--- src/rtl/dac_writer_pkg.sv ---
`default_nettype none
// -----------------------------------------------------------------------------
// dac_writer_pkg : shared types, constants and lane conversion for dac_writer
// Rev 1.0
// -----------------------------------------------------------------------------
package dac_writer_pkg;

   localparam int LANE_WIDTH = 16;

   typedef enum logic [1:0] {
      S_IDLE = 2'd0,
      S_A    = 2'd1,
      S_B    = 2'd2
   } state_t;

   // Offset-binary zero for a DAC of the given width (width <= LANE_WIDTH).
   function automatic logic [LANE_WIDTH-1:0] midscale(input int width);
      return LANE_WIDTH'(1) << (width - 1);
   endfunction

   // Saturate a signed lane to width bits, then convert to offset binary.
   // Adding half-scale to an in-range value is the same as flipping its MSB.
   function automatic logic [LANE_WIDTH-1:0] lane_to_code(
      input logic signed [LANE_WIDTH-1:0] lane,
      input int                           width
   );
      int half;
      int v;
      half = 1 << (width - 1);
      v    = int'(lane);
      if (v > half - 1) begin
         v = half - 1;
      end else if (v < -half) begin
         v = -half;
      end
      return LANE_WIDTH'(v + half);
   endfunction

endpackage
`default_nettype wire

--- src/rtl/dac_writer_if.sv ---
`default_nettype none
// -----------------------------------------------------------------------------
// dac_writer_if : AXI-Stream sample input (valid/ready/data)
// Rev 1.0
// -----------------------------------------------------------------------------
interface dac_writer_if #(
   parameter int DATA_WIDTH = 32
);
   logic                  valid;
   logic                  ready;
   logic [DATA_WIDTH-1:0] data;

   modport master (output valid, output data, input ready);
   modport slave  (input valid, input data, output ready);
endinterface
`default_nettype wire

--- src/rtl/dac_writer_fifo_sync.sv ---
`default_nettype none
// -----------------------------------------------------------------------------
// fifo_sync : single-clock first-word-fall-through FIFO with level output
// Rev 1.0
// -----------------------------------------------------------------------------
module fifo_sync #(
   parameter int DATA_WIDTH = 32,
   parameter int DEPTH      = 8
) (
   input  logic                    clk,
   input  logic                    rst,
   input  logic                    i_wr_en,
   input  logic [DATA_WIDTH-1:0]   i_wr_data,
   input  logic                    i_rd_en,
   output logic [DATA_WIDTH-1:0]   o_rd_data,
   output logic                    o_full,
   output logic                    o_empty,
   output logic [$clog2(DEPTH):0]  o_level
);
   localparam int c_addr_w = $clog2(DEPTH);

   logic [DATA_WIDTH-1:0] r_mem [DEPTH];
   logic [c_addr_w-1:0]   r_wr_ptr;
   logic [c_addr_w-1:0]   r_rd_ptr;
   logic [c_addr_w:0]     r_level;
   logic                  w_wr;
   logic                  w_rd;

   assign o_full    = (r_level == (c_addr_w + 1)'(DEPTH));
   assign o_empty   = (r_level == '0);
   assign o_level   = r_level;
   assign o_rd_data = r_mem[r_rd_ptr];

   assign w_wr = i_wr_en & ~o_full;
   assign w_rd = i_rd_en & ~o_empty;

   // Storage is not reset; the pointers and level define what is valid.
   always_ff @(posedge clk) begin
      if (w_wr) begin
         r_mem[r_wr_ptr] <= i_wr_data;
      end
   end

   always_ff @(posedge clk or posedge rst) begin
      if (rst) begin
         r_wr_ptr <= '0;
         r_rd_ptr <= '0;
         r_level  <= '0;
      end else begin
         if (w_wr) begin
            r_wr_ptr <= r_wr_ptr + 1'b1;
         end
         if (w_rd) begin
            r_rd_ptr <= r_rd_ptr + 1'b1;
         end
         case ({w_wr, w_rd})
            2'b10:   r_level <= r_level + 1'b1;
            2'b01:   r_level <= r_level - 1'b1;
            default: r_level <= r_level;
         endcase
      end
   end
endmodule
`default_nettype wire

--- src/rtl/dac_writer.sv ---
`default_nettype none
// -----------------------------------------------------------------------------
// dac_writer : buffers two-lane AXIS samples and drives an interleaved A/B DAC
// Rev 1.0
// -----------------------------------------------------------------------------
module dac_writer
   import dac_writer_pkg::*;
#(
   parameter int OUT_DAC_DATA_WIDTH  = 14,
   parameter int AXIS_DAC_DATA_WIDTH = 32,
   parameter int FIFO_DEPTH          = 8,
   parameter int UNDERRUN_CNT_WIDTH  = 16
) (
   input  logic                              in_clk,
   input  logic                              in_rst,
   input  logic                              in_enable,
   dac_writer_if.slave                       s_axis,
   output logic [OUT_DAC_DATA_WIDTH-1:0]     out_dac_data,
   output logic                              out_dac_sel,
   output logic                              out_dac_wrt,
   output logic                              out_underrun,
   output logic [UNDERRUN_CNT_WIDTH-1:0]     out_underrun_count,
   output logic [$clog2(FIFO_DEPTH):0]       out_fifo_level
);
   localparam logic [OUT_DAC_DATA_WIDTH-1:0] c_midscale =
      OUT_DAC_DATA_WIDTH'(midscale(OUT_DAC_DATA_WIDTH));

   state_t                            r_state;
   state_t                            w_next_state;
   logic [AXIS_DAC_DATA_WIDTH-1:0]    r_pair;
   logic [OUT_DAC_DATA_WIDTH-1:0]     r_dac_data;
   logic                              r_dac_sel;
   logic                              r_dac_wrt;
   logic                              r_underrun;
   logic [UNDERRUN_CNT_WIDTH-1:0]     r_underrun_count;

   logic                              w_accept;
   logic                              w_full;
   logic                              w_empty;
   logic [AXIS_DAC_DATA_WIDTH-1:0]    w_head;
   logic                              w_pop;
   logic                              w_underrun;
   logic [OUT_DAC_DATA_WIDTH-1:0]     w_code_a;
   logic [OUT_DAC_DATA_WIDTH-1:0]     w_code_b;
   logic [OUT_DAC_DATA_WIDTH-1:0]     w_dac_data;
   logic                              w_dac_sel;
   logic                              w_dac_wrt;

   // Ready is held low while reset is asserted, not just when full.
   assign s_axis.ready = ~w_full & ~in_rst;
   assign w_accept     = s_axis.valid & s_axis.ready;

   fifo_sync #(
      .DATA_WIDTH (AXIS_DAC_DATA_WIDTH),
      .DEPTH      (FIFO_DEPTH)
   ) u_fifo (
      .clk       (in_clk),
      .rst       (in_rst),
      .i_wr_en   (w_accept),
      .i_wr_data (s_axis.data),
      .i_rd_en   (w_pop),
      .o_rd_data (w_head),
      .o_full    (w_full),
      .o_empty   (w_empty),
      .o_level   (out_fifo_level)
   );

   assign w_code_a = OUT_DAC_DATA_WIDTH'(
      lane_to_code(r_pair[LANE_WIDTH-1:0], OUT_DAC_DATA_WIDTH));
   assign w_code_b = OUT_DAC_DATA_WIDTH'(
      lane_to_code(r_pair[2*LANE_WIDTH-1:LANE_WIDTH], OUT_DAC_DATA_WIDTH));

   always_ff @(posedge in_clk or posedge in_rst) begin
      if (in_rst) begin
         r_state <= S_IDLE;
      end else begin
         r_state <= w_next_state;
      end
   end

   always_comb begin
      w_next_state = r_state;
      w_pop        = 1'b0;
      w_underrun   = 1'b0;
      w_dac_data   = c_midscale;
      w_dac_sel    = 1'b0;
      w_dac_wrt    = 1'b0;
      case (r_state)
         S_IDLE: begin
            if (in_enable && !w_empty) begin
               w_next_state = S_A;
               w_pop        = 1'b1;
            end
         end
         S_A: begin
            w_next_state = S_B;
            w_dac_data   = w_code_a;
            w_dac_wrt    = 1'b1;
         end
         S_B: begin
            w_dac_data = w_code_b;
            w_dac_sel  = 1'b1;
            w_dac_wrt  = 1'b1;
            // No bypass: a beat landing on this edge is too late to count.
            if (in_enable) begin
               w_next_state = S_A;
               if (!w_empty) begin
                  w_pop = 1'b1;
               end else begin
                  w_underrun = 1'b1;
               end
            end else begin
               w_next_state = S_IDLE;
            end
         end
         default: begin
            w_next_state = S_IDLE;
         end
      endcase
   end

   always_ff @(posedge in_clk or posedge in_rst) begin
      if (in_rst) begin
         r_pair           <= '0;
         r_dac_data       <= c_midscale;
         r_dac_sel        <= 1'b0;
         r_dac_wrt        <= 1'b0;
         r_underrun       <= 1'b0;
         r_underrun_count <= '0;
      end else begin
         if (w_pop) begin
            r_pair <= w_head;
         end
         r_dac_data <= w_dac_data;
         r_dac_sel  <= w_dac_sel;
         r_dac_wrt  <= w_dac_wrt;
         if (w_underrun) begin
            r_underrun <= 1'b1;
            if (r_underrun_count != '1) begin
               r_underrun_count <= r_underrun_count + 1'b1;
            end
         end
      end
   end

   assign out_dac_data       = r_dac_data;
   assign out_dac_sel        = r_dac_sel;
   assign out_dac_wrt        = r_dac_wrt;
   assign out_underrun       = r_underrun;
   assign out_underrun_count = r_underrun_count;
endmodule
`default_nettype wire
--- src/flat_wrapper.sv ---
// flat-port wrapper written by rule: the top's interface ports become plain ports
module dac_writer_flat import dac_writer_pkg::*;
#(
   parameter int OUT_DAC_DATA_WIDTH  = 14,
   parameter int AXIS_DAC_DATA_WIDTH = 32,
   parameter int FIFO_DEPTH          = 8,
   parameter int UNDERRUN_CNT_WIDTH  = 16
)
  (in_clk, in_rst, in_enable, out_dac_data, out_dac_sel, out_dac_wrt, out_underrun, out_underrun_count, out_fifo_level, s_axis_valid, s_axis_data, s_axis_ready);
  dac_writer_if s_axis_i ();
  input  logic in_clk;
  input  logic in_rst;
  input  logic in_enable;
  output logic [OUT_DAC_DATA_WIDTH-1:0] out_dac_data;
  output logic out_dac_sel;
  output logic out_dac_wrt;
  output logic out_underrun;
  output logic [UNDERRUN_CNT_WIDTH-1:0] out_underrun_count;
  output logic [$clog2(FIFO_DEPTH):0] out_fifo_level;
  input wire logic [$bits(s_axis_i.valid)-1:0] s_axis_valid;
  input wire logic [$bits(s_axis_i.data)-1:0] s_axis_data;
  output wire logic [$bits(s_axis_i.ready)-1:0] s_axis_ready;
  assign s_axis_i.valid = s_axis_valid;
  assign s_axis_i.data = s_axis_data;
  assign s_axis_ready = s_axis_i.ready;
  dac_writer #(.OUT_DAC_DATA_WIDTH(OUT_DAC_DATA_WIDTH), .AXIS_DAC_DATA_WIDTH(AXIS_DAC_DATA_WIDTH), .FIFO_DEPTH(FIFO_DEPTH), .UNDERRUN_CNT_WIDTH(UNDERRUN_CNT_WIDTH)) u_core (.in_clk(in_clk), .in_rst(in_rst), .in_enable(in_enable), .s_axis(s_axis_i), .out_dac_data(out_dac_data), .out_dac_sel(out_dac_sel), .out_dac_wrt(out_dac_wrt), .out_underrun(out_underrun), .out_underrun_count(out_underrun_count), .out_fifo_level(out_fifo_level));
endmodule
--- config.mk ---
export PLATFORM = sky130hd
export DESIGN_NAME = dac_writer_flat
export DESIGN_NICKNAME = d
export VERILOG_FILES = /design/src/rtl/dac_writer_pkg.sv /design/src/rtl/dac_writer_if.sv /design/src/rtl/dac_writer_fifo_sync.sv /design/src/rtl/dac_writer.sv /design/src/flat_wrapper.sv
export SDC_FILE = /design/constraint.sdc
export NUM_CORES = 1
export LEC_CHECK = 0
export CAP_MARGIN = 20
export CORE_MARGIN = 2
export CORE_UTILIZATION = 25
export CTS_BUF_LIST = sky130_fd_sc_hd__clkbuf_8
export DETAILED_ROUTE_END_ITERATION = 7
export GPL_TIMING_DRIVEN = 1
export MAX_ROUTING_LAYER = met4
export SYNTH_ARGS = -nofsm -noshare
export SYNTH_HDL_FRONTEND = slang
export SYNTH_SLANG_ARGS = --single-unit
export TNS_END_PERCENT = 50
--- constraint.sdc ---
create_clock -name in_clk -period 4 [get_ports in_clk]
set_input_delay 0.8 -clock in_clk [delete_from_list [all_inputs] [get_ports in_clk]]
set_output_delay 0.8 -clock in_clk [all_outputs]
set_load 0.02 [all_outputs]
==> results_dict.tcl, run 1 <==
set metrics [dict create \
    cts_buffer_depth 3 \
    grt_pass1_vias 6962 \
    crit_path_end_kind "output port" \
    insertion_delay_ns 0.60 \
    cts_max_level 2 \
    hp-class "reg -> reg" \
    max_slew_margin 0.430 \
    rsz0062_at_grt "false" \
    vias 6611 \
    final_hold_viol_count 0 \
    totalWireLength_um 27800 \
    io_buffers 73 \
    syn_nets 746 \
    max-cap-violations 0 \
    final.min_clock_period_ns 2.88 \
    area_delta_synth_final_pct 20.7 \
    ys_warn_count 0 \
    dp_hpwl_um 17000 \
    hold_start "u_core.out_underrun" \
    vias_per_cell 4.30 \
    synth_compound_area_frac 0.0417 \
    synth_area_per_cell_sq_um 18.6 \
    worstMarginPinSlew_ns 0.852 \
    top_layer "met4" \
    worstReg2RegStart "u_core.u_fifo.o_level[0]" \
    synthSimpleGateAreaFrac 0.0379 \
    wl_met2_um 12900 \
    wl_per_cell_um 18.1 \
    postCtsHoldBufs 0 \
    cts-root-buf "clkbuf_8" \
    post-route-period-util 0.719 \
    syn-cell-area_sq_um 13000 \
    cts_buffers 53 \
    critPathKind "reg -> out" \
    met1_length_um 13000 \
    yosysUniqueCellTypes 42 \
    holdPathStages 1 \
    synth-adder-area-share 0.0112 \
    power_density_nw_per_um2 656 \
    rrSetupSlack_ns 1.16 \
    rows 83 \
    grt_pass1_wl_um 42500 \
    cts_resized 0 \
    cp_max_fo 7 \
    die_area_sq_um 53900 \
    start_util 0.253 \
    placed_cell_area_sq_um 14700 \
    p_total_mw 10.3 \
    startpoint_type "register" \
    first_iter_violations 443 \
    synthTopCellsByArea "edfxtp_1, dfrtp_1, mux4_2, mux2i_1, nor2_1" \
    worstPathArrival_ns 2.08 \
    synth_top_area_share 0.591 \
    met3WireLength_um 1410 \
    ff2ff_path_depth 5 \
    synth_xor_area_frac 0.0135 \
    antenna_found_initial 0 \
    synth_top_family_by_area "multiplexers" \
    slew_violations 0 \
    stdcell_area_sq_um 15700 \
    antenna_left 0 \
    ir_drop_mv 0.305 \
    status "finished clean" \
    final_layout_size_suffix_gt1_frac 0.213 \
    cts_tree "built" \
    hold_end "u_core.out_underrun" \
    gr-total-overflow 0 \
    synth_common_cells "edfxtp_1, dfrtp_1, mux4_2, nor2_1" \
    ios 74 \
    clock.fmax_mhz 347 \
    synth_top_area_cell "edfxtp_1" \
    cts.clk_slew.worst_paths_ns 0.06 \
    drcViolationCount 0 \
    leakage_nw 5.39 \
    netlist_instances 699 \
    postCtsSetupRepairBufs 0 \
    diodes 0 \
    nets 859 \
    first_pass_iters 4 \
    coreArea_sq_um 51400 \
    yosys.cell_count.top_type "edfxtp_1" \
    fp.dieW_um 232 \
    synth.area.mux_share 0.142 \
    grt_max_degree 68 \
    ys_seq_elements 333 \
    synth_edf_count 256 \
    hold_ws_ns 0.477 \
    ys.flop_type "edfxtp_1" \
    cp.required_ns 3.20 \
    gp_congestion 0.747 \
    ys_seq_area_frac 0.739 \
    r2r-end "u_core.u_fifo.r_mem[5][1]" \
    clkSinkCount 333 \
    async_flop_share 0.231 \
    setup_viol 0 \
    grt_usage 0.107 \
    die_y_um 232 \
    finalClockSkew_ns 0.0299 \
]
==> metal layers <==
| layer | global-route usage | up-vias |
|---|---|---|
| met5 | - | - |
| met4 | 0.0292 | 0 |
| met3 | 0.0226 | 46 |
| met2 | 0.162 | 186 |
| met1 | 0.146 | 3391 |
| li1 | - | 2988 |
==> worst max-delay path by stage <==
stage                             start                    endpoint  cells past startpoint
2_1_floorplan              s_axis_valid   u_core.u_fifo.r_mem[1][0]                      4
5_1_grt        u_core.u_fifo.o_level[0]    u_core.u_fifo.o_level[3]                      9
4_1_cts        u_core.u_fifo.o_level[0]                s_axis_ready                      3
3_3_place_gp               s_axis_valid  u_core.u_fifo.r_mem[5][22]                      6
3_5_place_dp               s_axis_valid  u_core.u_fifo.r_mem[5][22]                      6
6_report       u_core.u_fifo.o_level[0]                s_axis_ready                      3
==> state kept, by name, summed over array words and instances (netlist names), 2 cells and up <==
name / flops
u_core.u_fifo.r_wr_ptr: 3
u_core.r_state: 2
u_core.r_pair: 32
u_core.out_underrun_count: 16
u_core.u_fifo.r_rd_ptr: 3
u_core.u_fifo.r_mem: 256
u_core.u_fifo.o_level: 4
u_core.out_dac_data: 14
==> logic make-up after synthesis <==
| family | count (synthesis) |
|---|---|
| DFF | 333 |
| and+or+nand+nor | 101 |
| muxes | 103 |
| adders and majority gates | 11 |
| buffers and inverters | 41 |
| xor gates and xnor gates | 20 |
| AOI/OAI and AO/OA | 90 |
==> critical path, stage by stage, from the launching register on <==
cell and delay (ns):
dfrtp_1 0.49, nor3_1 0.35, a21oi_1 0.11, clkdlybuf4s50_1 0.55
==> metrics by stage <==
step	setup WS [ns]	instances	TNS, ns	utilization
final	1.12	1536	0	0.306
after global routing	0.949	1536	0	0.306
after CTS	1.05	1536	0	0.306
after detailed placement	0.543	1437	0	0.286
after global placement	0.585	1437	0	0.286
after floorplan	-0.0286	699	-0.916	-
==> power breakdown <==
group          switching, mW  internal, mW
Combinational           1.55          1.36
Sequential             0.386          4.26
Clock                   1.33          1.42
Total                   3.26          7.04
==> final cells by class <==
| type | instances | area, sq um |
|---|---|---|
| fill | 5003 | 35700 |
| inverter | 8 | 31.3 |
| multi-input combinational | 325 | 3270 |
| timing repair buffer | 91 | 916 |
| sequential | 333 | 9620 |
| clock inverter | 37 | 170 |
| clock buffer | 62 | 853 |
| tap | 680 | 851 |
==> cell usage in the layout, fill, tap and decap left out, types with 3 or more instances in the layout <==
cell type / count
and4_1: 4
mux2i_1: 34
clkinv_1: 6
nor2_4: 7
mux4_2: 64
and3_1: 6
a21boi_0: 15
edfxtp_1: 256
buf_4: 14
nand2b_1: 3
nor2_1: 41
dfrtp_1: 73
ha_1: 10
inv_1: 25
xor2_1: 6
nand3_1: 4
clkdlybuf4s50_1: 73
a21oi_1: 34
nand2_1: 17
clkinv_2: 12
clkbuf_8: 62
nand4_1: 5
o211ai_1: 5
o21ai_0: 31
xnor2_1: 14
and2_1: 4
buf_12: 4
No activity file was read; power rests on OpenSTA's default activity.
==> run 2: changes to the inputs <==
==> constraint.sdc (replaced) <==
create_clock -name in_clk -period 2.62 [get_ports in_clk]
set_input_delay 0.524 -clock in_clk [delete_from_list [all_inputs] [get_ports in_clk]]
set_output_delay 0.524 -clock in_clk [all_outputs]
set_load 0.02 [all_outputs]
==> run 2 against run 1 <==
Net effect:
- routed wire length shrank 1.9%
- cell area grew 2.2%
- first-iteration DRC count shrank 8.4%
- non-clock buffer count grew 24
- sequential share of layout area shrank 1.3 points
- highest routed layer unchanged
- register-to-register slack lost 1.0 ns
- worst setup slack lost 1.0 ns
- global-route usage shrank 0.19 points
==> results_dict.tcl, run 2 (same netlist as run 1, synthesis figures left out) <==
set metrics [dict create \
    status "finished clean" \
    cts.clk_slew.worst_paths_ns 0.06 \
    setup_ws_ns 0.118 \
    setup_viol 0 \
    finalClockSkew_ns 0.0555 \
    final_hold_viol_count 0 \
    worstPathArrival_ns 3.06 \
    regMostFlops "u_core.u_fifo.r_mem" \
    vias 6664 \
    gp_congestion 0.744 \
    first_pass_iters 5 \
    first_iter_violations 406 \
    post-place-ws_ns -0.112 \
    coreArea_sq_um 51400 \
    vias_per_cell 4.27 \
    cp_common_cell "ha_1" \
    gr-total-overflow 0 \
    antenna_left 0 \
    ios 74 \
    p_int_mw 10.9 \
    largest_reg_flops 256 \
    p_total_mw 16.0 \
    path_cells "nor3_2 -> buf_4 -> a211oi_2 -> inv_1 -> ha_1 -> ha_1 -> a21o_2 -> a21oi_1 -> mux2i_1 -> xnor2_1" \
    max_slew_margin 0.552 \
    dp_hpwl_um 17300 \
    worstMarginPinSlew_ns 0.670 \
    cp.required_ns 3.18 \
    grt_pass1_wl_um 41400 \
    totalWireLength_um 27300 \
    power_density_nw_per_um2 999 \
    final_common_cell "edfxtp_1" \
    rows 83 \
    crit_path_end_kind "register" \
    fp.dieW_um 232 \
    cpMaxStageDelayCell "dfrtp_1" \
    clkSinkCount 333 \
    stdcell_area_sq_um 16100 \
    cp_max_fo 6 \
    cts_buffers 54 \
    start_util 0.253 \
    wl_per_cell_um 17.4 \
    die_y_um 232 \
    cts_tree "built" \
    cts_buffer_depth 3 \
    cts_max_level 2 \
    pwr-share-clk 0.264 \
    startpoint_type "register" \
    clock.fmax_mhz 400 \
    hp-class "in -> async" \
    nets 884 \
    slew_violations 0 \
    area_delta_synth_final_pct 23.4 \
    drcViolationCount 0 \
    ir_drop_mv 0.375 \
    finalNonFillerCells 1562 \
    fillers 4985 \
    post-route-period-util 0.955 \
    antenna_found_initial 1 \
    cts-root-buf "clkbuf_8" \
    power_frac_comb 0.297 \
    final_layout_size_suffix_gt1_frac 0.233 \
    grt_pass1_vias 6933 \
    placed_cell_area_sq_um 15000 \
    die_area_sq_um 53900 \
    final.min_clock_period_ns 2.50 \
    critPathKind "reg -> reg" \
    grt_max_degree 78 \
    final_cell_mix "edfxtp_1, clkdlybuf4s50_1, dfrtp_1" \
    max-cap-violations 0 \
    p_sw_frac 0.320 \
    leakage_nw 5.57 \
    dpl.cell_count 1460 \
    rsz0062_at_grt "false" \
    grt_usage 0.105 \
    io_buffers 73 \
    max_stage_delay_ns 0.53 \
    p_sw_mw 5.14 \
    insertion_delay_ns 0.64 \
    power_frac_seq 0.440 \
]
## run 2: cell types whose count changed in the layout (fill, tap and decap cells not counted), sizes merged
| cell | before | now |
|---|---|---|
| bufinv | 0 | 2 |
| buf | 18 | 42 |
| inv | 26 | 29 |
| diode | 0 | 1 |
| clkinv | 19 | 23 |
| clkdlybuf4s50 | 73 | 72 |
| dlymetal6s2s | 0 | 1 |
| clkbuf | 62 | 54 |
## run 2: timing repair
action,in CTS,in global routing
resized for setup,1,3
hold buffers,0,0
pin swaps,1,0
buffers inserted,1,0
setup endpoints to repair,1,2
## run 2: area by class of cell
type / instances / area [sq um] / share of cell area
Antenna cell: 1 / 2.50 / 0.000156
Tap cell: 680 / 851 / 0.0530
Clock inverter: 46 / 277 / 0.0172
Clock buffer: 54 / 743 / 0.0463
Timing Repair Buffer: 115 / 1250 / 0.0778
Sequential cell: 333 / 9620 / 0.599
Multi-Input combinational cell: 325 / 3280 / 0.204
Inverter: 8 / 31.3 / 0.00195
## run 2: per-layer routing
metal | global-route usage | vias up | part of all wire
met5 | - | - | 0
met4 | 0.0300 | 0 | 0.017
met3 | 0.0258 | 44 | 0.049
met2 | 0.163 | 164 | 0.48
met1 | 0.137 | 3414 | 0.46
li1 | - | 3042 | -
## run 2: metrics by stage
step                      utilization  TNS [ns]  hold WS [ns]
final                           0.312         0         0.434
after global routing            0.312         0         0.465
after CTS                       0.312         0         0.410
after detailed placement        0.292    -0.112         0.469
after global placement          0.292   -0.0992         0.456
after floorplan                     -   -115.91         0.480
## run 2: critical path: cells and delay by family (launching register included)
family	cells	cell delay, ns
AOI/OAI and AO/OA	3	0.72
xor gates and xnor gates	1	0.13
adders and majority gates	2	0.49
buffers and inverters	2	0.22
DFF	1	0.53
muxes	1	0.23
and+or+nand+nor	1	0.10
## run 2: power by group through the flow
stage	registers [mW]	logic, mW	clock network (mW)
floorplan	7.09	3.06	0
global placement	7.13	4.78	0
detailed placement	7.16	4.84	0
CTS	7.06	4.86	4.39
global route	7.14	5.20	4.61
finish	7.06	4.76	4.23
## run 2: worst paths after layout
path                                          start                      endpoint  slack (ns)  depth (start not counted)
max                        u_core.u_fifo.o_level[1]      u_core.u_fifo.o_level[3]        0.12                         10
min                                          in_rst  u_core.out_underrun_count[5]        0.43                          4
max reg2reg                u_core.u_fifo.o_level[1]      u_core.u_fifo.o_level[3]        0.12                         10
min reg2reg                     u_core.out_underrun           u_core.out_underrun        0.48                          1
max in group asynchronous                    in_rst       u_core.out_dac_data[13]        1.82                          4
min in group in_clk             u_core.out_underrun           u_core.out_underrun        0.48                          1
